==> config.mk <==
export PLATFORM = sky130hd
export DESIGN_NAME = elevator_button_conditioner_flat
export DESIGN_NICKNAME = d
export VERILOG_FILES = /design/src/rtl/elevator_button_conditioner_if.sv /design/src/rtl/elevator_button_conditioner.sv /design/src/flat_wrapper.sv
export SDC_FILE = /design/constraint.sdc
export NUM_CORES = 1
export LEC_CHECK = 0
export CAP_MARGIN = 20
export CORE_ASPECT_RATIO = 1.2
export CORE_UTILIZATION = 60
export DETAILED_ROUTE_END_ITERATION = 10
export GPL_ROUTABILITY_DRIVEN = 1
export PLACE_DENSITY = 0.84
export SLEW_MARGIN = 20
export SYNTH_ARGS = -nofsm -noshare
export SYNTH_HDL_FRONTEND = slang
export SYNTH_SLANG_ARGS = --single-unit
export TNS_END_PERCENT = 10
==> constraint.sdc <==
create_clock -name clk -period 2.9 [get_ports clk]
set_input_delay 0.435 -clock clk [delete_from_list [all_inputs] [get_ports clk]]
set_output_delay 0.435 -clock clk [all_outputs]
set_load 0.005 [all_outputs]
==> src/rtl/elevator_button_conditioner_if.sv <==
// ============================================================================
// Module      : elevator_button_conditioner_if
// Description : Button, floor-status and conditioned pulse/lamp bundle.
// Revision    : 1.0 - initial release
// ============================================================================
`default_nettype none

interface elevator_button_conditioner_if;
  logic [7:1] raw_btup;
  logic [8:2] raw_btdn;
  logic [8:1] raw_in_bt;
  logic [8:1] floor;
  logic       door_open;
  logic [7:1] btup;
  logic [8:2] btdn;
  logic [8:1] in_bt_floor;
  logic [7:1] lamp_up;
  logic [8:2] lamp_dn;
  logic [8:1] lamp_in;

  modport master (
    output raw_btup, raw_btdn, raw_in_bt, floor, door_open,
    input  btup, btdn, in_bt_floor, lamp_up, lamp_dn, lamp_in
  );

  modport slave (
    input  raw_btup, raw_btdn, raw_in_bt, floor, door_open,
    output btup, btdn, in_bt_floor, lamp_up, lamp_dn, lamp_in
  );
endinterface

`default_nettype wire

==> src/rtl/elevator_button_conditioner.sv <==
// ============================================================================
// Module      : elevator_button_conditioner
// Description : Synchronise and debounce 22 elevator buttons into one-clock
//               press pulses and hold call lamps until the door opens there.
// Revision    : 1.0 - initial release
// ============================================================================
`default_nettype none

module elevator_button_conditioner #(
  parameter int PRESCALE    = 1000,
  parameter int DEB_TICKS   = 4,
  parameter int SYNC_STAGES = 2
) (
  input wire logic                            clk,
  input wire logic                            rst,
  elevator_button_conditioner_if.slave        bus
);

  localparam int c_nb = 22;
  localparam int c_pw = $clog2(PRESCALE);
  localparam int c_cw = (DEB_TICKS > 1) ? $clog2(DEB_TICKS) : 1;
  localparam logic [c_pw-1:0] c_presc_last = c_pw'(PRESCALE - 1);
  localparam logic [c_cw-1:0] c_cnt_last   = c_cw'(DEB_TICKS - 1);

  // Channel packing: [6:0] hall up (floors 1..7), [13:7] hall down
  // (floors 2..8), [21:14] cabin (floors 1..8).
  logic [c_nb-1:0]                   w_raw;
  logic [c_nb-1:0]                   w_sync;
  logic [c_nb-1:0]                   w_clr;
  logic                              w_tick;
  logic [SYNC_STAGES-1:0][c_nb-1:0]  r_sync;
  logic [c_pw-1:0]                   r_presc;
  logic [c_nb-1:0]                   r_stable;
  logic [c_nb-1:0]                   r_pulse;
  logic [c_nb-1:0]                   r_lamp;
  logic [c_cw-1:0]                   r_cnt [c_nb];

  assign w_raw  = {bus.raw_in_bt, bus.raw_btdn, bus.raw_btup};
  assign w_sync = r_sync[SYNC_STAGES-1];
  assign w_tick = (r_presc == c_presc_last);
  assign w_clr  = bus.door_open ? {bus.floor[8:1], bus.floor[8:2], bus.floor[7:1]}
                                : '0;

  always_ff @(posedge clk or negedge rst) begin
    if (!rst) begin
      r_sync  <= '0;
      r_presc <= '0;
    end else begin
      r_sync  <= {r_sync[SYNC_STAGES-2:0], w_raw};
      r_presc <= w_tick ? '0 : r_presc + 1'b1;
    end
  end

  // A new level is accepted only after DEB_TICKS consecutive ticks of mismatch;
  // any clock where the level agrees restarts the count.
  always_ff @(posedge clk or negedge rst) begin
    if (!rst) begin
      r_stable <= '0;
      r_pulse  <= '0;
      r_lamp   <= '0;
      for (int i = 0; i < c_nb; i++) begin
        r_cnt[i] <= '0;
      end
    end else begin
      for (int i = 0; i < c_nb; i++) begin
        r_pulse[i] <= 1'b0;
        if (w_sync[i] == r_stable[i]) begin
          r_cnt[i] <= '0;
        end else if (w_tick) begin
          if (r_cnt[i] == c_cnt_last) begin
            r_stable[i] <= w_sync[i];
            r_cnt[i]    <= '0;
            r_pulse[i]  <= w_sync[i];
          end else begin
            r_cnt[i] <= r_cnt[i] + 1'b1;
          end
        end
      end
      // Clear has priority so a call made at an open door never lights.
      r_lamp <= (r_lamp | r_pulse) & ~w_clr;
    end
  end

  assign bus.btup        = r_pulse[6:0];
  assign bus.btdn        = r_pulse[13:7];
  assign bus.in_bt_floor = r_pulse[21:14];
  assign bus.lamp_up     = r_lamp[6:0];
  assign bus.lamp_dn     = r_lamp[13:7];
  assign bus.lamp_in     = r_lamp[21:14];

endmodule

`default_nettype wire

==> src/flat_wrapper.sv <==
// flat-port wrapper written by rule: the top's interface ports become plain ports
module elevator_button_conditioner_flat 
#(
  parameter int PRESCALE    = 1000,
  parameter int DEB_TICKS   = 4,
  parameter int SYNC_STAGES = 2
)
  (clk, rst, bus_raw_btup, bus_raw_btdn, bus_raw_in_bt, bus_floor, bus_door_open, bus_btup, bus_btdn, bus_in_bt_floor, bus_lamp_up, bus_lamp_dn, bus_lamp_in);
  elevator_button_conditioner_if bus_i ();
  input wire logic clk;
  input wire logic rst;
  input wire logic [$bits(bus_i.raw_btup)-1:0] bus_raw_btup;
  input wire logic [$bits(bus_i.raw_btdn)-1:0] bus_raw_btdn;
  input wire logic [$bits(bus_i.raw_in_bt)-1:0] bus_raw_in_bt;
  input wire logic [$bits(bus_i.floor)-1:0] bus_floor;
  input wire logic [$bits(bus_i.door_open)-1:0] bus_door_open;
  output wire logic [$bits(bus_i.btup)-1:0] bus_btup;
  output wire logic [$bits(bus_i.btdn)-1:0] bus_btdn;
  output wire logic [$bits(bus_i.in_bt_floor)-1:0] bus_in_bt_floor;
  output wire logic [$bits(bus_i.lamp_up)-1:0] bus_lamp_up;
  output wire logic [$bits(bus_i.lamp_dn)-1:0] bus_lamp_dn;
  output wire logic [$bits(bus_i.lamp_in)-1:0] bus_lamp_in;
  assign bus_i.raw_btup = bus_raw_btup;
  assign bus_i.raw_btdn = bus_raw_btdn;
  assign bus_i.raw_in_bt = bus_raw_in_bt;
  assign bus_i.floor = bus_floor;
  assign bus_i.door_open = bus_door_open;
  assign bus_btup = bus_i.btup;
  assign bus_btdn = bus_i.btdn;
  assign bus_in_bt_floor = bus_i.in_bt_floor;
  assign bus_lamp_up = bus_i.lamp_up;
  assign bus_lamp_dn = bus_i.lamp_dn;
  assign bus_lamp_in = bus_i.lamp_in;
  elevator_button_conditioner #(.PRESCALE(PRESCALE), .DEB_TICKS(DEB_TICKS), .SYNC_STAGES(SYNC_STAGES)) u_core (.clk(clk), .rst(rst), .bus(bus_i));
endmodule
After elaboration in Yosys (flattened, before gate mapping). Cells that the tools add are included.

$add $sub $neg: 23. Muxes and demuxes: 134. Reductions and logical operators: 44. Bitwise logic cells: 25. Equality and inequality tests: 45.

Operators by type and width (number): $mux W2 (66); $mux W1 (66); $reduce_and A3 Y1 (22); $add A2 B1 Y2 const B (22); $eq A2 B2 Y1 const B (22); $reduce_bool A2 Y1 (22); $and A22 B22 Y22 (1); $eq A1 B1 Y1 (22); $mux W22 (1); $not A1 Y1 (22); $not A22 Y22 (1); $or A22 B22 Y22 (1); $add A10 B1 Y10 const B (1); $eq A10 B10 Y1 const B (1); $mux W10 (1).

Logic and storage cells: 320. Output and inout bits: 44. Input port bits: 33. Register bits after elaboration: 164.

Logic depth before layout (Yosys ltp). Gate-level depths: netlist (run 1).

Depth after elaboration: 4. Depth in mapped cells: 8. Gate-level depth less buffers: 4.

Worst setup path after synthesis (run 1). Ideal clock, no wire load.

Path type: reg-to-reg. Start: reg u_core.r_presc[0]. End: reg u_core.r_cnt[11] (netlist name). Library setup time: 0.123 ns. Slack: 1.230 ns. Cell stages (with the launch flop): 9. Buffers on the path: 4. Data required time: 2.777 ns. Clock period less this slack: 1.670 ns. Data arrival time: 1.548 ns. Cell sequence: dfrtp_1 -> ha_1 -> and2_1 -> buf_6 -> and3_1 -> buf_6 -> buf_8 -> buf_12 -> mux2i_1.

Cells in the longest elaborated chain, start to end: 2.

Ends and longest elaborated chain: from (decl) (line elevator_button_conditioner.sv:32) `logic [c_pw-1:0] r_presc;`; from (signal assigned) (line elevator_button_conditioner.sv:50) `r_presc <= w_tick ? '0 : r_presc + 1'b1;`; $eq A10 B10 Y1 (line elevator_button_conditioner.sv:40) `assign w_tick = (r_presc == c_presc_last);`; $reduce_bool A2 Y1 (no line); to (signal, indexed assignment) (line elevator_button_conditioner.sv:75) `r_cnt[i] <= r_cnt[i] + 1'b1;`; to (decl) (line elevator_button_conditioner.sv:36) `logic [c_cw-1:0] r_cnt [c_nb];`.

Every way passes these cells. A chain may end at the register's enable or synchronous reset.

Final worst setup path (run 1).
Start: reg u_core.r_presc[3]. End: reg u_core.r_cnt[18] (netlist name).

The elaborated chain is that of the path after synthesis.

==> results of run 1 <==
how the worst min path moves through the flow:
stage,depth (start not counted),slack (ns),endpoint,startpoint
6_report,0,0.35,u_core.w_sync[6]$_DFF_PN0_,u_core.r_sync[6]$_DFF_PN0_
3_5_place_dp,0,0.34,u_core.w_sync[7]$_DFF_PN0_,u_core.r_sync[7]$_DFF_PN0_
5_1_grt,0,0.36,u_core.w_sync[3]$_DFF_PN0_,u_core.r_sync[3]$_DFF_PN0_
2_1_floorplan,0,0.14,u_core.r_cnt[0]$_DFFE_PN0P_,rst
4_1_cts,0,0.35,u_core.w_sync[6]$_DFF_PN0_,u_core.r_sync[6]$_DFF_PN0_
3_3_place_gp,0,0.33,u_core.w_sync[15]$_DFF_PN0_,u_core.r_sync[15]$_DFF_PN0_
flip-flops by register name (all words and copies together), names as in the netlist:
register / flops
u_core.r_lamp: 22
u_core.r_pulse: 22
u_core.r_sync: 22
u_core.r_presc: 10
u_core.r_cnt: 44
u_core.w_sync: 22
u_core.r_stable: 22
metal layers:
layer  part of all wire  GRT usage
met1               0.40      0.297
met2               0.54      0.461
met3              0.039     0.0612
met4              0.026      0.115
met5                  0          0
layout by cell type, fill, tap and decap left out, drive strengths merged, types with 11 or more instances in the layout:
cell,count
a21oi,24
and3b,13
and4,14
clkbuf,22
clkdlybuf4s50,75
dfrtp,164
ha,23
mux2,22
mux2i,45
nand2,92
nand4,11
nor2,45
xor2,23
through the flow:
step,total power [mW],cell area (um2),cells,utilization
after floorplan,2.40,6620,527,-
after global placement,2.51,7490,723,0.706
after detailed placement,2.52,7490,723,0.706
after CTS,4.82,8120,754,0.765
after global routing,4.93,8120,754,0.765
final,4.78,8120,754,0.765
power by group through the flow:
stage	logic [mW]	registers (mW)	clock network (mW)
6_report	0.139	2.34	2.31
5_1_grt	0.155	2.34	2.43
4_1_cts	0.142	2.34	2.33
3_5_place_dp	0.139	2.38	0
3_3_place_gp	0.134	2.38	0
2_1_floorplan	0.0290	2.37	0
cell type report:
class	instances	share of cell area
clock buffers	22	0.0608
clock inverters	8	0.0152
inverters	3	0.00139
multi-input cells	344	0.291
flip-flops and latches	164	0.505
well taps	129	0.0199
repair buffers	84	0.106
cells by family after synthesis:
logic type / Yosys count
compound gates: 35
simple gates: 195
mux: 67
fa+ha+maj: 23
xor+xnor: 24
buf+inv: 19
flops: 164
worst max-delay path, delay by kind of cell, from the launching register on:
kind | cells | cell delay [ns]
buffers and inverters | 1 | 0.32
flip-flops | 1 | 0.47
multiplexers | 1 | 0.25
AND/OR/NAND/NOR | 2 | 0.88
timing repair:
item | in CTS | in global routing
hold endpoints to repair | 35 | 0
buffers inserted | 0 | 0
hold buffers | 1 | 0
==> out/metrics.csv, run 1 <==
stage,metric,value,unit
detailed_routing,Via density,5.76,
floorplan,DIE HEIGHT,117,um
power,Internal,3.83,mW
clock_tree,CTS tree,yes,
worst_setup_path,CP Launch Point,u_core.r_presc[3]$_DFF_PN0_,
run_status,outcome,finished with violations,
logic_synthesis,ys async rst share,1.00,
finish,area delta synth->final,22.8,%
detailed_routing,DR iter-0 viols,280,
logic_synthesis,most frequent cell after synthesis,dfrtp_1,
timing,count of pins over their slew limit,0,
worst_setup_path,crit end category,flop,
finish,share of post-route cells with drive strength above 1,0.0976,
worst_setup_path,crit-path cells,nor3b_4 > and3_2 > buf_12 > mux2i_1,
timing,Clock Skew,0.00753,ns
power,Power Density,589,mW/mm2
logic_synthesis,Syn Nets,583,
worst_setup_path,Worst Path Arrival,2.35,ns
timing,final setup fails,0,
flow_run,Max Cap Viol,0,
detailed_routing,drt total wl,13500,um
grt,total global routing overflow,0,
logic_synthesis,ys flop type,dfrtp_1,
finish,antenna cell count,0,
logic_synthesis,Post-synth EDFFs,0,
worst_setup_path,Crit Path Max Fanout,36,
logic_synthesis,mux cell area share after synthesis,0.106,
timing,Setup TNS,0,ns
grt,first-pass GRT wire length,22100,um
clock_tree,H-tree Lvls,4,
logic_synthesis,top-area cell type share of the netlist area,0.620,
logic_synthesis,post-synthesis compound-gate area fraction,0.0304,
timing,Setup WS post-layout,0.887,ns
worst_setup_path,Critical Path Sink,u_core.r_cnt[18]$_DFFE_PN0P_,
timing,Fin. Hold Viols,0,
timing,Worst slew margin,0.649,
timing,period utilization,0.694,
detailed_routing,DRT Pass-1 Iters,7,
grt,GRT Resource Usage Total,0.257,
power,switch share,0.199,
placed_design,"worst slack, placed",0.936,ns
worst_setup_path,crit path kind,reg2reg,
timing,RSZ-0062 raised after global routing,no,
power,Logic pwr share,0.029,
timing,Slew @ Worst Pin,0.527,ns
logic_synthesis,Yosys top cell by area,dfrtp_1,
clock_tree,Max clock buf depth,2,
finish,# fillers,622,
floorplan,core region area,0.0106,mm2
power,maximum vdd drop,373,uV
run_status,failing checks,DRC,
worst_setup_path,r2r endpoint,u_core.r_cnt[18]$_DFFE_PN0P_,
logic_synthesis,Adder-Cell Fraction of Synth Area,0.0435,
timing,Max Clk Rate,497,MHz
logic_synthesis,synth top area cells,"dfrtp_1 62%, mux2i_1 6.8%, nand2_1 5.2%",
worst_setup_path,Reg2Reg Setup Slack,0.89,ns
logic_synthesis,Synth top cells by count,"164 x dfrtp_1, 92 x nand2_1, 45 x mux2i_1, 45 x nor2_1, 24 x a21oi_1",
power,power share of the sequential group,0.489,
timing,Hold Slack,0.347,ns
floorplan,Starting Density,0.623,
floorplan,chip width,97.9,um
power,switching power,0.951,mW
power,static leakage,3.84,nW
finish,register area,0.00410,mm2
clock_tree,TritonCTS buffer count,17,
placed_design,dpl hpwl,8580,um
detailed_routing,via count,4340,
grt,initial antenna violation count,0,
worst_setup_path,max incr delay on CP,0.54,ns
worst_setup_path,crit path launch type,flop,
clock_tree,TritonCTS Sinks,164,
grt,vias in the first global route,4587,
logic_synthesis,Post-Synth XOR/XNOR Area,0.0318,
grt,largest net degree at the start of global routing,58,
clock_tree,post-CTS sizing,0,
floorplan,# rows,41,
worst_setup_path,reg-to-reg startpoint,u_core.r_presc[3]$_DFF_PN0_,
min_path,Hold WC Path Type,reg2reg,
logic_synthesis,Cell variety after synth,36,
logic_synthesis,Syn Inst Count,527,
timing,post-route minimum period,2.01,ns
logic_synthesis,synth warn,0,
worst_setup_path,Crit-path slowest cell,and3_2,
logic_synthesis,Synth Area per Inst,12.6,um2
detailed_routing,routed length per instance,17.9,um
logic_synthesis,sequential area share after synthesis,0.620,
finish,area of the multi-input gates,0.00237,mm2
worst_setup_path,CP required,3.23,ns
detailed_routing,DRC Markers,8,
floorplan,total die area,0.0115,mm2
logic_synthesis,Seq cells post-synth,164,
clock_tree,root buffer cell,clkbuf_16,
floorplan,number of I/O pins,77,
logic_synthesis,Post-Synth Simple-Gate Area,0.146,
clock_tree,Worst-Skew Late Latency,0.42,ns
placed_design,RD Place Congestion,0.724,
placed_design,IO Port Bufs,76,
logic_synthesis,largest family of logic cells by synthesized area,simple AND/OR/NAND/NOR gates,
logic_synthesis,Post-Syn Area,0.00662,mm2
worst_setup_path,Worst Reg2Reg Path Length in Cells,4,
clock_tree,Clock transition at path regs,0.06,ns
detailed_routing,Detail Route Antenna Nets,0,
power,Clock power frac,0.482,
finish,Final nets,670,
(Power assumes the default switching activity.)
==> run 2: changes to the inputs <==
CORE_UTILIZATION = 56   (was 60)
PLACE_DENSITY = 0.79   (was 0.84)
clock period = 1.9 ns   (was 2.9 ns; I/O delays follow)
==> run 2 against run 1 <==
Total power up 51%. Largest power group unchanged. Register-to-register slack got worse by 0.71 ns. Sequential cell count unchanged. Non-clock buffer count up 7. The flow now finishes without violations. Hold slack lost 0.047 ns. Critical path depth did not move. Combinational power is 53% higher.
==> out/metrics.csv, run 2 (synthesis gave the netlist of run 1 again) <==
stage,metric,value,unit
run_status,outcome,"complete, no violations",
clock_tree,TritonCTS Sinks,164,
flow_run,Max Cap Viol,0,
min_path,HP Start,bus_raw_in_bt[7],
worst_setup_path,crit path kind,reg2reg,
worst_setup_path,crit path launch type,flop,
finish,area delta synth->final,24.0,%
detailed_routing,Detail Route Antenna Nets,0,
finish,Reg with most FFs,u_core.r_cnt,
finish,fin util,0.713,
floorplan,Starting Density,0.575,
worst_setup_path,Buffers & Inverters on Critical Path,1,
grt,total global routing overflow,0,
finish,Final nets,677,
power,static leakage,3.87,nW
finish,max reg flops,44,
finish,most frequent cells in the layout,"164 x dfrtp_1, 92 x nand2_1, 75 x clkdlybuf4s50_1",
detailed_routing,DRC Markers,0,
worst_setup_path,Worst Path Arrival,2.02,ns
worst_setup_path,Worst Reg2Reg Path Length in Cells,4,
timing,Fin. Hold Viols,0,
clock_tree,TritonCTS buffer count,17,
worst_setup_path,max incr delay on CP,0.46,ns
floorplan,DIE HEIGHT,121,um
worst_setup_path,Crit-path slowest cell,dfrtp_1,
clock_tree,Max clock buf depth,2,
finish,"most common cell after layout, fill and taps aside",dfrtp_1,
clock_tree,CTS tree,yes,
timing,period utilization,0.907,
timing,RSZ-0062 raised after global routing,no,
placed_design,RD Place Congestion,0.788,
timing,Worst slew margin,0.702,
clock_tree,H-tree Lvls,4,
timing,Clock Skew,0.00696,ns
timing,Slew @ Worst Pin,0.447,ns
finish,antenna cell count,0,
grt,first-pass GRT wire length,21200,um
worst_setup_path,crit end category,flop,
min_path,"Endpoint, Worst Hold",u_core.r_sync[21]$_DFF_PN0_,
power,Power Density,883,mW/mm2
floorplan,number of I/O pins,77,
clock_tree,Setup Buffers After CTS,0,
finish,share of post-route cells with drive strength above 1,0.104,
worst_setup_path,r2r endpoint,u_core.r_stable[5]$_DFFE_PN0P_,
floorplan,chip width,101,um
timing,post-route minimum period,1.72,ns
grt,initial antenna violation count,0,
detailed_routing,Via density,5.37,
power,maximum vdd drop,632,uV
worst_setup_path,reg-to-reg startpoint,u_core.r_presc[3]$_DFF_PN0_,
clock_tree,Worst-Skew Late Latency,0.42,ns
clock_tree,root buffer cell,clkbuf_16,
detailed_routing,via count,4241,
placed_design,dpl hpwl,8580,um
grt,GRT Resource Usage Total,0.232,
worst_setup_path,CP top delay family,simple AND/OR/NAND/NOR gates,
timing,Max Clk Rate,580,MHz
grt,largest net degree at the start of global routing,52,
detailed_routing,DR iter-0 viols,209,
min_path,Hold Crit Depth,1,
grt,vias in the first global route,4472,
finish,fin cells,790,
min_path,Hold WC Path Type,in2reg,
worst_setup_path,crit-path cells,nor3b_4 > buf_4 > and4_1 > mux2_2,
placed_design,IO Port Bufs,76,
power,Design Power,7.25,mW
worst_setup_path,CP required,2.20,ns
clock_tree,Clock transition at path regs,0.06,ns
floorplan,core region area,0.0115,mm2
floorplan,# rows,43,
timing,Hold Slack,0.300,ns
worst_setup_path,Crit Path Max Fanout,14,
worst_setup_path,Reg2Reg Setup Slack,0.18,ns
detailed_routing,drt total wl,12800,um
detailed_routing,routed length per instance,16.2,um
placed_design,Placed Cells,758,
timing,Setup TNS,0,ns
timing,count of pins over their slew limit,0,
floorplan,total die area,0.0123,mm2
detailed_routing,DRT Pass-1 Iters,4,
timing,final setup fails,0,
==> run 2: cell count changes in the layout (fill, tap and decap cells not counted) <==
cell	previous run	this run
clkbuf_1	0	3
clkinv_4	1	0
buf_12	3	4
inv_6	0	1
buf_4	4	10
clkbuf_8	5	3
==> run 2: power breakdown <==
group          switching, mW  leakage, nW  internal, mW
clock                   1.30        0.290          2.16
sequential            0.0280         2.18          3.54
combinational          0.125         1.40        0.0879
total                   1.45         3.87          5.79
==> run 2: area by class of cell <==
cell class | count | area (um2)
flip-flops and latches | 164 | 4100
fillers | 813 | 3310
multi-input cells | 344 | 2370
repair buffers | 91 | 927
clock buffers | 23 | 478
well taps | 157 | 196
clock inverters | 8 | 124
inverters | 3 | 11.3
==> run 2: worst max path at each step <==
stage                                                end                   startpoint  cells after the start
after global routing        u_core.r_cnt[39]$_DFFE_PN0P_  u_core.r_presc[7]$_DFF_PN0_                      5
after global placement    u_core.r_stable[5]$_DFFE_PN0P_  u_core.r_presc[3]$_DFF_PN0_                      4
after CTS                 u_core.r_stable[8]$_DFFE_PN0P_  u_core.r_presc[3]$_DFF_PN0_                      4
after detailed placement  u_core.r_stable[5]$_DFFE_PN0P_  u_core.r_presc[3]$_DFF_PN0_                      4
after floorplan             u_core.r_cnt[11]$_DFFE_PN0P_  u_core.r_presc[0]$_DFF_PN0_                      8
final                     u_core.r_stable[5]$_DFFE_PN0P_  u_core.r_presc[3]$_DFF_PN0_                      4
==> run 2: metal layers <==
layer	vias to the layer above	wire [um]	global-route usage
li1	2018	-	-
met1	2118	5470	0.284
met2	94	6730	0.392
met3	11	429	0.0616
met4	0	154	0.0842
met5	-	0	0
==> run 2: what timing repair did <==
action / in CTS / in global routing
hold buffers: 1 / 0
resized for setup: 0 / 0
endpoints found under the hold margin: 43 / 0
==> run 2: worst reg2reg max path, stage by stage (launching register included) <==
cell,delay (ns)
dfrtp_1,0.46
nor3b_4,0.30
buf_4,0.26
and4_1,0.24
mux2_2,0.34
==> run 2: metrics by stage <==
stage          setup slack (ns)  cell area [um2]
4_1_cts                   0.184             8210
2_1_floorplan             0.230             6620
3_3_place_gp              0.258             7590
5_1_grt                   0.104             8210
6_report                  0.177             8210
3_5_place_dp              0.181             7590
